[src/rtl/dm9000_bus_ctrl.sv]
// Request/acknowledge host-bus master for the DM9000A: index and data cycles with
// programmable setup/strobe/hold/gap timing and read-data capture.
module dm9000_bus_ctrl #(
  parameter int unsigned DATA_W     = 16,
  parameter int unsigned SETUP_CYC  = 1,
  parameter int unsigned STROBE_CYC = 2,
  parameter int unsigned HOLD_CYC   = 1,
  parameter int unsigned GAP_CYC    = 1
) (
  input  logic              clk,
  input  logic              rst,
  input  logic              req,
  input  logic              req_we,
  input  logic              req_noidx,
  input  logic [7:0]        req_reg,
  input  logic [DATA_W-1:0] req_wdata,
  output logic              busy,
  output logic              ack,
  output logic [DATA_W-1:0] rdata,
  output logic              irq,
  input  logic              eth_int,
  input  logic [DATA_W-1:0] eth_data_i,
  output logic [DATA_W-1:0] eth_data_o,
  output logic              eth_data_oe,
  output logic              eth_cs_n,
  output logic              eth_cmd,
  output logic              eth_ior_n,
  output logic              eth_iow_n
);

  function automatic int unsigned max2(input int unsigned a, input int unsigned b);
    return (a > b) ? a : b;
  endfunction

  localparam int unsigned MaxCyc = max2(max2(SETUP_CYC, STROBE_CYC), max2(HOLD_CYC, GAP_CYC));
  localparam int unsigned CntW   = (MaxCyc > 1) ? $clog2(MaxCyc) : 1;

  typedef logic [CntW-1:0] cnt_t;

  // Counter holds (cycles - 1) so the phase ends when it reaches zero.
  localparam cnt_t LdSetup  = cnt_t'(SETUP_CYC - 1);
  localparam cnt_t LdStrobe = cnt_t'(STROBE_CYC - 1);
  localparam cnt_t LdHold   = cnt_t'(HOLD_CYC - 1);
  localparam cnt_t LdGap    = cnt_t'((GAP_CYC > 0) ? (GAP_CYC - 1) : 0);

  typedef enum logic [3:0] {
    StIdle,
    StIdxSetup,
    StIdxStrobe,
    StIdxHold,
    StGap,
    StDatSetup,
    StDatStrobe,
    StDatHold,
    StDone
  } state_e;

  state_e            state_q, state_d;
  cnt_t              cnt_q, cnt_d;
  logic              we_q, we_d;
  logic [7:0]        reg_q, reg_d;
  logic [DATA_W-1:0] wdata_q, wdata_d;
  logic              expired;

  logic              cs_n_q, cmd_q, ior_n_q, iow_n_q, oe_q;
  logic              cs_n_d, cmd_d, ior_n_d, iow_n_d, oe_d;
  logic [DATA_W-1:0] dout_q, dout_d;
  logic [DATA_W-1:0] idx_word;
  logic              sync1_q, sync2_q;

  assign expired = (cnt_q == '0);

  always_comb begin
    state_d = state_q;
    cnt_d   = expired ? cnt_q : cnt_q - 1'b1;
    we_d    = we_q;
    reg_d   = reg_q;
    wdata_d = wdata_q;
    unique case (state_q)
      StIdle: begin
        if (req) begin
          we_d    = req_we;
          reg_d   = req_reg;
          wdata_d = req_wdata;
          state_d = req_noidx ? StDatSetup : StIdxSetup;
          cnt_d   = LdSetup;
        end
      end
      StIdxSetup: if (expired) begin
        state_d = StIdxStrobe;
        cnt_d   = LdStrobe;
      end
      StIdxStrobe: if (expired) begin
        state_d = StIdxHold;
        cnt_d   = LdHold;
      end
      StIdxHold: if (expired) begin
        if (GAP_CYC > 0) begin
          state_d = StGap;
          cnt_d   = LdGap;
        end else begin
          state_d = StDatSetup;
          cnt_d   = LdSetup;
        end
      end
      StGap: if (expired) begin
        state_d = StDatSetup;
        cnt_d   = LdSetup;
      end
      StDatSetup: if (expired) begin
        state_d = StDatStrobe;
        cnt_d   = LdStrobe;
      end
      StDatStrobe: if (expired) begin
        state_d = StDatHold;
        cnt_d   = LdHold;
      end
      StDatHold: if (expired) begin
        state_d = StDone;
      end
      StDone:  state_d = StIdle;
      default: state_d = StIdle;
    endcase
  end

  // Pad controls are decoded from the next state and registered, so the bus
  // pins come straight from flops and never glitch between phases.
  always_comb begin
    idx_word      = '0;
    idx_word[7:0] = reg_d;
    cs_n_d  = 1'b1;
    cmd_d   = 1'b1;
    ior_n_d = 1'b1;
    iow_n_d = 1'b1;
    oe_d    = 1'b0;
    dout_d  = '0;
    unique case (state_d)
      StIdxSetup, StIdxHold: begin
        cs_n_d = 1'b0;
        cmd_d  = 1'b0;
        oe_d   = 1'b1;
        dout_d = idx_word;
      end
      StIdxStrobe: begin
        cs_n_d  = 1'b0;
        cmd_d   = 1'b0;
        oe_d    = 1'b1;
        dout_d  = idx_word;
        iow_n_d = 1'b0;
      end
      StGap: cs_n_d = 1'b0;
      StDatSetup, StDatHold: begin
        cs_n_d = 1'b0;
        oe_d   = we_d;
        dout_d = we_d ? wdata_d : '0;
      end
      StDatStrobe: begin
        cs_n_d  = 1'b0;
        oe_d    = we_d;
        dout_d  = we_d ? wdata_d : '0;
        iow_n_d = ~we_d;
        ior_n_d = we_d;
      end
      default: ;
    endcase
  end

  always_ff @(posedge clk) begin
    if (rst) begin
      state_q <= StIdle;
      cnt_q   <= '0;
      we_q    <= 1'b0;
      reg_q   <= '0;
      wdata_q <= '0;
      cs_n_q  <= 1'b1;
      cmd_q   <= 1'b1;
      ior_n_q <= 1'b1;
      iow_n_q <= 1'b1;
      oe_q    <= 1'b0;
      dout_q  <= '0;
      rdata   <= '0;
    end else begin
      state_q <= state_d;
      cnt_q   <= cnt_d;
      we_q    <= we_d;
      reg_q   <= reg_d;
      wdata_q <= wdata_d;
      cs_n_q  <= cs_n_d;
      cmd_q   <= cmd_d;
      ior_n_q <= ior_n_d;
      iow_n_q <= iow_n_d;
      oe_q    <= oe_d;
      dout_q  <= dout_d;
      // Last edge of the read strobe: IOR# is still low while data is sampled.
      if (state_q == StDatStrobe && expired && !we_q) begin
        rdata <= eth_data_i;
      end
    end
  end

  always_ff @(posedge clk) begin
    if (rst) begin
      sync1_q <= 1'b0;
      sync2_q <= 1'b0;
    end else begin
      sync1_q <= eth_int;
      sync2_q <= sync1_q;
    end
  end

  assign busy        = (state_q != StIdle);
  assign ack         = (state_q == StDone);
  assign irq         = sync2_q;
  assign eth_cs_n    = cs_n_q;
  assign eth_cmd     = cmd_q;
  assign eth_ior_n   = ior_n_q;
  assign eth_iow_n   = iow_n_q;
  assign eth_data_oe = oe_q;
  assign eth_data_o  = dout_q;

endmodule

[config.mk]
export PLATFORM = sky130hd
export DESIGN_NAME = dm9000_bus_ctrl
export DESIGN_NICKNAME = d
export VERILOG_FILES = /design/src/rtl/dm9000_bus_ctrl.sv
export SDC_FILE = /design/constraint.sdc
export NUM_CORES = 1
export LEC_CHECK = 0
export BUFFER_PORTS_ARGS = -buffer_cell sky130_fd_sc_hd__buf_2
export CORE_ASPECT_RATIO = 2
export CORE_UTILIZATION = 40
export CTS_CLUSTER_SIZE = 10
export DETAILED_ROUTE_END_ITERATION = 8
export PLACE_DENSITY = 0.72
export SLEW_MARGIN = 20
export SYNTH_ARGS = -nofsm -noshare
export SYNTH_HDL_FRONTEND = slang
export SYNTH_SLANG_ARGS = --single-unit
[constraint.sdc]
create_clock -name clk -period 2.8 [get_ports clk]
set_clock_uncertainty 0.2 [all_clocks]
set_input_delay 0.14 -clock clk [delete_from_list [all_inputs] [get_ports clk]]
set_output_delay 0.14 -clock clk [all_outputs]
set_load 0.01 [all_outputs]
==> key figures, run 1 <==
Detailed routing
  – DRC Markers: 7
  – Met1 wire length: 2250 um
  – Met3 wire len: 260 um
  – Total vias in the final route: 2216
  – Routed WL: 6050 um
  – Met2 wire len: 3240 um
  – Router iterations before antenna repair: 6
  – Max Used Layer: met4
  – DR vias/cell: 5.04
  – WL/cell: 13.7 um
  – Antenna viol nets, final: 0
  – DRT iter0 DRCs: 61

STA
  – RSZ-0062 raised after global routing: false
  – Tcrit/Tclk final: 74.0%
  – Final Hold Viols: 0
  – Period minus WS final: 2.07 ns
  – Relative slew margins: 41.7%
  – Slew Viols, Final: 0
  – Endpoints failing setup: 0
  – Fmax achieved: 483 MHz
  – Post-Route Setup TNS: 0 ns
  – Setup slack after layout: 0.728 ns
  – Worst slew pin tran: 0.875 ns

CTS
  – CTS Sinks: 69
  – Clock Latency Late Sink: 0.32 ns
  – TritonCTS Buffers: 9
  – Clk buf depth: 2
  – CTS H-Tree Depth: 3
  – Root Buffer: clkbuf_16
  – CTS tree: built
  – Postcts setup bufs: 0
  – CTS clk-pin slew, worst paths: 0.05 ns

Finish
  – Filler cells: 521
  – Commonest non-fill, non-tap cells in the layout: buf_2, dfxtp_1, dlygate4sd3_1
  – Nets: 420
  – Layout cells sized above 1: 29.2%
  – N_diodes: 0
  – Area grow syn2layout: 45.8%
  – Commonest non-fill, non-tap cell in the layout: buf_2
  – Util after Layout: 60.4%
  – Post-Layout Cell Count: 440

Status
  – Failing checks: DRC
  – Run status: finished with violations

Worst setup path
  – Total buffers and inverters traversed by the critical path: 1
  – Startpoint Class: register
  – R2r endpoint: eth_data_o[7]$_SDFF_PP0_
  – CP Class: reg -> reg
  – CP Data Required Time: 2.77 ns
  – Slowest CP cell: nor4_4
  – Cell Chain, Critical Path: nor4_4, nand2_4, o21ai_1, buf_4, o32ai_1
  – Crit path max fanout: 27
  – Delay-heaviest family, CP: simple AND/OR/NAND/NOR gates
  – R2R Setup Slk: 0.73 ns
  – WP data arrival: 2.05 ns
  – Reg2Reg Depth: 5
  – CP Capture Type: register
  – Stages on worst setup path: 5
  – Crit path largest cell delay: 0.44 ns
  – Critical R2R Launch: state_q[0]$_SDFF_PP0_
  – CP Capture Point: eth_data_o[7]$_SDFF_PP0_
  – CP startpoint: state_q[0]$_SDFF_PP0_

Synthesis
  – Largest family of logic cells by synthesized area: simple AND/OR/NAND/NOR gates
  – Mapped cell area: 2470 sq um
  – Adder and majority gate portion of the synthesized area: 0%
  – Seq cells post-synth: 69
  – Simple-gate area share of the yosys netlist: 17.9%
  – Post-Synthesis Cells: 248
  – Syn Area/Cell: 9.94 sq um
  – XOR/XNOR Fraction of Synth Area: 0.355%
  – Sequential cell area fraction in the yosys report: 56.0%
  – Syn. warnings: 0
  – Post-synthesis mux area share: 10.1%
  – Post-synth cell types: 36
  – Syn_nets: 294
  – Synth Area in Compound Gates: 11.4%

Die
  – FP Rows: 40
  – Die Span Y: 113 um
  – I/O Pins: 86
  – Effective utilization at floorplan: 41.4%
  – Die width: 57.5 um
  – Core area: 5960 sq um
  – Die Area: 6500 sq um

Global route
  – Global-route wire length before repair: 9650 um
  – Vias in the first global route: 2187
  – GR Overflow Total: 0
  – GRT Total Usage: 19.9%
  – Largest net degree at the start of global routing: 48
  – Initial antenna violation count: 0

Power
  – Static Leak: 1.66 nW
  – Final Power: 2.85 mW
  – Max VDD drop: 0.494 mV
  – Power Density: 793 nW/um^2

Placed design
  – Post-detail-place hpwl: 3770 um
  – Placed Cells: 382
  – Dpl ws: 0.736 ns
  – Placer Congestion: 0.859
  – Number of I/O port buffers: 85

Min path
  – Hold/Removal Path Class: in -> reg

Job
  – Maxcap violations: 0
registers in the layout, summed over array words and instances, names as in the netlist, 4 cells and up:
| register | flops |
|---|---|
| rdata | 16 |
| state_q | 4 |
| wdata_q | 16 |
| reg_q | 8 |
| eth_data_o | 16 |
report_power, final:
group          internal [mW]  total, mW  leakage [nW]  switching (mW)
sequential              1.11       1.18         0.562          0.0739
clock                  0.633       1.00         0.134           0.369
combinational          0.303      0.663         0.967           0.360
worst min path at each step:
stage                                from                     end  slack (ns)  cells past startpoint
global placement                  eth_int      sync1_q$_SDFF_PP0_        0.15                      2
finish                                rst  wdata_q[15]$_SDFF_PP0_        0.21                      2
CTS                                   rst  wdata_q[15]$_SDFF_PP0_        0.21                      2
global route        rdata[2]$_SDFFE_PP0P_   rdata[2]$_SDFFE_PP0P_        0.26                      2
floorplan                         eth_int      sync1_q$_SDFF_PP0_        0.07                      1
detailed placement                eth_int      sync1_q$_SDFF_PP0_        0.16                      2
what timing repair did:
| action | in CTS | in global routing |
|---|---|---|
| hold buffers | 44 | 0 |
| resized for setup | 0 | 0 |
| hold endpoints to repair | 61 | 0 |
Yosys cell counts:
master	count	area [sq um]
a31oi_4	1	21.3
nand2_4	1	11.3
or3_1	1	6.26
buf_4	4	30.0
buf_2	2	10.0
or2_2	1	6.26
nor3_1	1	5.00
xnor2_1	1	8.76
o21ai_0	3	15.0
nand2b_1	2	12.5
nor2_1	38	143
o211ai_1	1	7.51
and3b_2	1	10.0
and4_4	1	11.3
clkbuf_1	7	26.3
nand3_2	1	10.0
and4bb_2	1	12.5
nor4_1	1	6.26
nand2_1	37	139
o22ai_1	1	6.26
nand3_1	3	15.0
o2111ai_4	1	26.3
or2b_1	1	7.51
mux2i_1	25	250
nor4_4	1	21.3
dfxtp_1	69	1380
a21bo_2	1	10.0
buf_6	2	22.5
o32ai_1	8	70.1
inv_1	4	15.0
a21oi_1	19	95.1
a21oi_2	1	8.76
o21ai_1	1	5.00
nor2b_1	2	12.5
a21boi_0	2	15.0
and2_1	2	12.5
final cells by class:
| type | instances | area [sq um] | area share (%) |
|---|---|---|---|
| Clock buffer | 12 | 256 | 7.13 |
| Clock inverter | 2 | 10.0 | 0.278 |
| Multi-Input combinational cell | 160 | 981 | 27.3 |
| Inverter | 4 | 15.0 | 0.418 |
| Tap cell | 63 | 78.8 | 2.19 |
| Timing Repair Buffer | 130 | 873 | 24.3 |
| Sequential cell | 69 | 1380 | 38.4 |
layer usage:
layer,vias up,track usage [%]
li1,1088,-
met1,1024,19.9
met2,81,34.2
met3,23,3.89
met4,0,16.7
met5,-,0
stage by stage:
step	hold WS, ns	area (sq um)
after floorplan	0.0682	2470
after global placement	0.148	2890
after detailed placement	0.156	2890
after CTS	0.205	3600
after global routing	0.263	3600
final	0.215	3600
cells by family (layout without fill, tap and decap cells):
family          count (synthesis)  in the layout
mux                            25             25
xor+xnor                        1              1
simple gates                   95             95
flops                          69             69
buf+inv                        19            148
compound gates                 39             39
Power figures use the tool's default switching activity.
==> run 2: changes to the inputs <==
--- a/config.mk
+++ b/config.mk
@@ -10,7 +10,7 @@
 export CORE_UTILIZATION = 40
 export CTS_CLUSTER_SIZE = 10
 export DETAILED_ROUTE_END_ITERATION = 8
-export PLACE_DENSITY = 0.72
+export PLACE_DENSITY = 0.75
 export SLEW_MARGIN = 20
 export SYNTH_ARGS = -nofsm -noshare
 export SYNTH_HDL_FRONTEND = slang
==> constraint.sdc (replaced) <==
create_clock -name clk -period 1.9 [get_ports clk]
set_clock_uncertainty 0.2 [all_clocks]
set_input_delay 0.095 -clock clk [delete_from_list [all_inputs] [get_ports clk]]
set_output_delay 0.095 -clock clk [all_outputs]
set_load 0.01 [all_outputs]
==> key figures, run 2 (synthesized netlist as in run 1, its figures left out) <==
STA
  – Slew Viols, Final: 0
  – Period minus WS final: 1.85 ns
  – Post-Route Setup TNS: 0 ns
  – Endpoints failing setup: 0
  – Tcrit/Tclk final: 97.4%
  – Final Hold Viols: 0
  – Fmax achieved: 541 MHz
  – Relative slew margins: 64.9%
  – Worst slew pin tran: 0.526 ns
  – RSZ-0062 raised after global routing: true

Finish
  – Commonest non-fill, non-tap cell in the layout: buf_2
  – Util after Layout: 63.7%
  – Commonest non-fill, non-tap cells in the layout: buf_2, dfxtp_1, dlygate4sd3_1
  – Area grow syn2layout: 53.8%
  – Area of the multi-input gates: 1030 sq um
  – N_diodes: 0
  – Layout cells sized above 1: 32.4%
  – FF+latch area: 1390 sq um
  – Nets: 434
  – Filler cells: 447

Global route
  – GR Overflow Total: 0
  – Largest net degree at the start of global routing: 44
  – Initial antenna violation count: 0
  – Most crowded layer after global routing: met2
  – GRT Total Usage: 21.6%
  – GRT met3 Usage: 4.91%
  – Global-route wire length before repair: 10400 um
  – Met1 usage: 21.0%
  – Met2 Resource Use GR: 40.7%
  – Vias in the first global route: 2223

Power
  – Final Power: 4.55 mW
  – Net load switching power: 1.31 mW
  – Clock Power Share: 34.4%
  – Power Density: 1200 nW/um^2
  – Sw frac: 28.9%
  – Pint: 3.23 mW
  – Static Leak: 1.74 nW
  – Max VDD drop: 1.10 mV
  – Share of power burned in registers: 38.3%
  – Combinational power share: 27.3%

Worst setup path
  – CP Capture Type: register
  – WP data arrival: 1.86 ns
  – Crit path max fanout: 10
  – CP Class: reg -> reg
  – Slowest CP cell: dfxtp_1
  – R2R Setup Slk: 0.05 ns
  – Cell Chain, Critical Path: and3b_2, buf_4, a31oi_4, nand3_2, or2_2
  – Crit path largest cell delay: 0.36 ns
  – CP Data Required Time: 1.91 ns
  – Critical R2R Launch: cnt_q$_SDFF_PP0_
  – R2r endpoint: eth_cmd$_SDFF_PP1_
  – Reg2Reg Depth: 5
  – Startpoint Class: register
  – CP startpoint: cnt_q$_SDFF_PP0_

Status
  – Failing checks: DRC
  – Run status: finished with violations

CTS
  – CTS H-Tree Depth: 3
  – Root Buffer: clkbuf_16
  – Clk buf depth: 2
  – Clock Latency Late Sink: 0.32 ns
  – CTS clk-pin slew, worst paths: 0.05 ns
  – CTS Sinks: 69
  – TritonCTS Buffers: 9
  – CTS tree: built

Die
  – Core area: 5960 sq um
  – I/O Pins: 86
  – Die Span Y: 113 um
  – Die Area: 6500 sq um
  – Die width: 57.5 um
  – Effective utilization at floorplan: 41.4%
  – FP Rows: 40

Placed design
  – Post-detail-place hpwl: 3970 um
  – Placer Congestion: 0.797
  – Number of I/O port buffers: 85

Detailed routing
  – DR vias/cell: 5.04
  – Router iterations before antenna repair: 9
  – DRT iter0 DRCs: 129
  – Routed WL: 6890 um
  – DRC Markers: 3
  – WL/cell: 15.1 um
  – Antenna viol nets, final: 0
  – Total vias in the final route: 2292

Min path
  – Hold/Removal Path Class: reg -> reg
  – Hold path cells: 1
  – Worst hold start: sync1_q$_SDFF_PP0_
  – WHS Endpoint: irq$_SDFF_PP0_

Job
  – Maxcap violations: 0
## run 2: routing by layer
layer / vias up / part of all wire [%]
met2: 77 / 58
met1: 1077 / 36
met4: 0 / 2.5
li1: 1122 / -
met5: - / 0
met3: 16 / 3.7
## run 2: cell type report
type | count | area share (%)
sequential | 69 | 36.5
multi-input combinational | 161 | 27.3
timing repair buffer | 143 | 26.5
clock buffer | 13 | 6.33
tap | 63 | 2.08
clock inverter | 2 | 0.923
inverter | 4 | 0.396
## run 2: power by group through the flow
stage	registers [mW]	logic (mW)	clock network [mW]
after floorplan	1.75	0.698	0
after global placement	1.75	1.01	0
after detailed placement	1.75	1.02	0
after CTS	1.73	1.10	1.58
after global routing	1.76	1.34	1.65
final	1.74	1.24	1.57
## run 2: how the worst max path moves through the flow
| stage | endpoint | slack (ns) | cells after the start |
|---|---|---|---|
| after floorplan | eth_data_o[6]$_SDFF_PP0_ | 0.14 | 6 |
| after global placement | eth_data_o[1]$_SDFF_PP0_ | 0.10 | 4 |
| after detailed placement | eth_data_o[4]$_SDFF_PP0_ | 0.05 | 4 |
| after CTS | eth_data_o[6]$_SDFF_PP0_ | 0.02 | 4 |
| after global routing | eth_data_o[0]$_SDFF_PP0_ | -0.01 | 6 |
| final | eth_cmd$_SDFF_PP1_ | 0.05 | 5 |
## run 2: through the flow
step	worst slack (ns)	area (sq um)	std cells	hold WS [ns]
after floorplan	0.138	2470	248	0.0232
after global placement	0.104	2970	391	0.104
after detailed placement	0.0518	2970	391	0.115
after CTS	0.0225	3690	451	0.242
after global routing	-0.0103	3790	455	0.263
final	0.0502	3790	455	0.237
## run 2: repair_timing
| item | in CTS | in global routing |
|---|---|---|
| setup endpoints to repair | 0 | 33 |
| gates resized for setup | 0 | 9 |
| hold buffers | 45 | 0 |
| endpoints found under the hold margin | 64 | 0 |
| setup buffers | 0 | 2 |
## run 2: critical path: cells and delay by family, from the launching register on
kind | cells | cell delay, ns
AOI/OAI and AO/OA | 1 | 0.17
buffers and inverters | 1 | 0.15
DFF | 1 | 0.36
and+or+nand+nor | 3 | 0.86
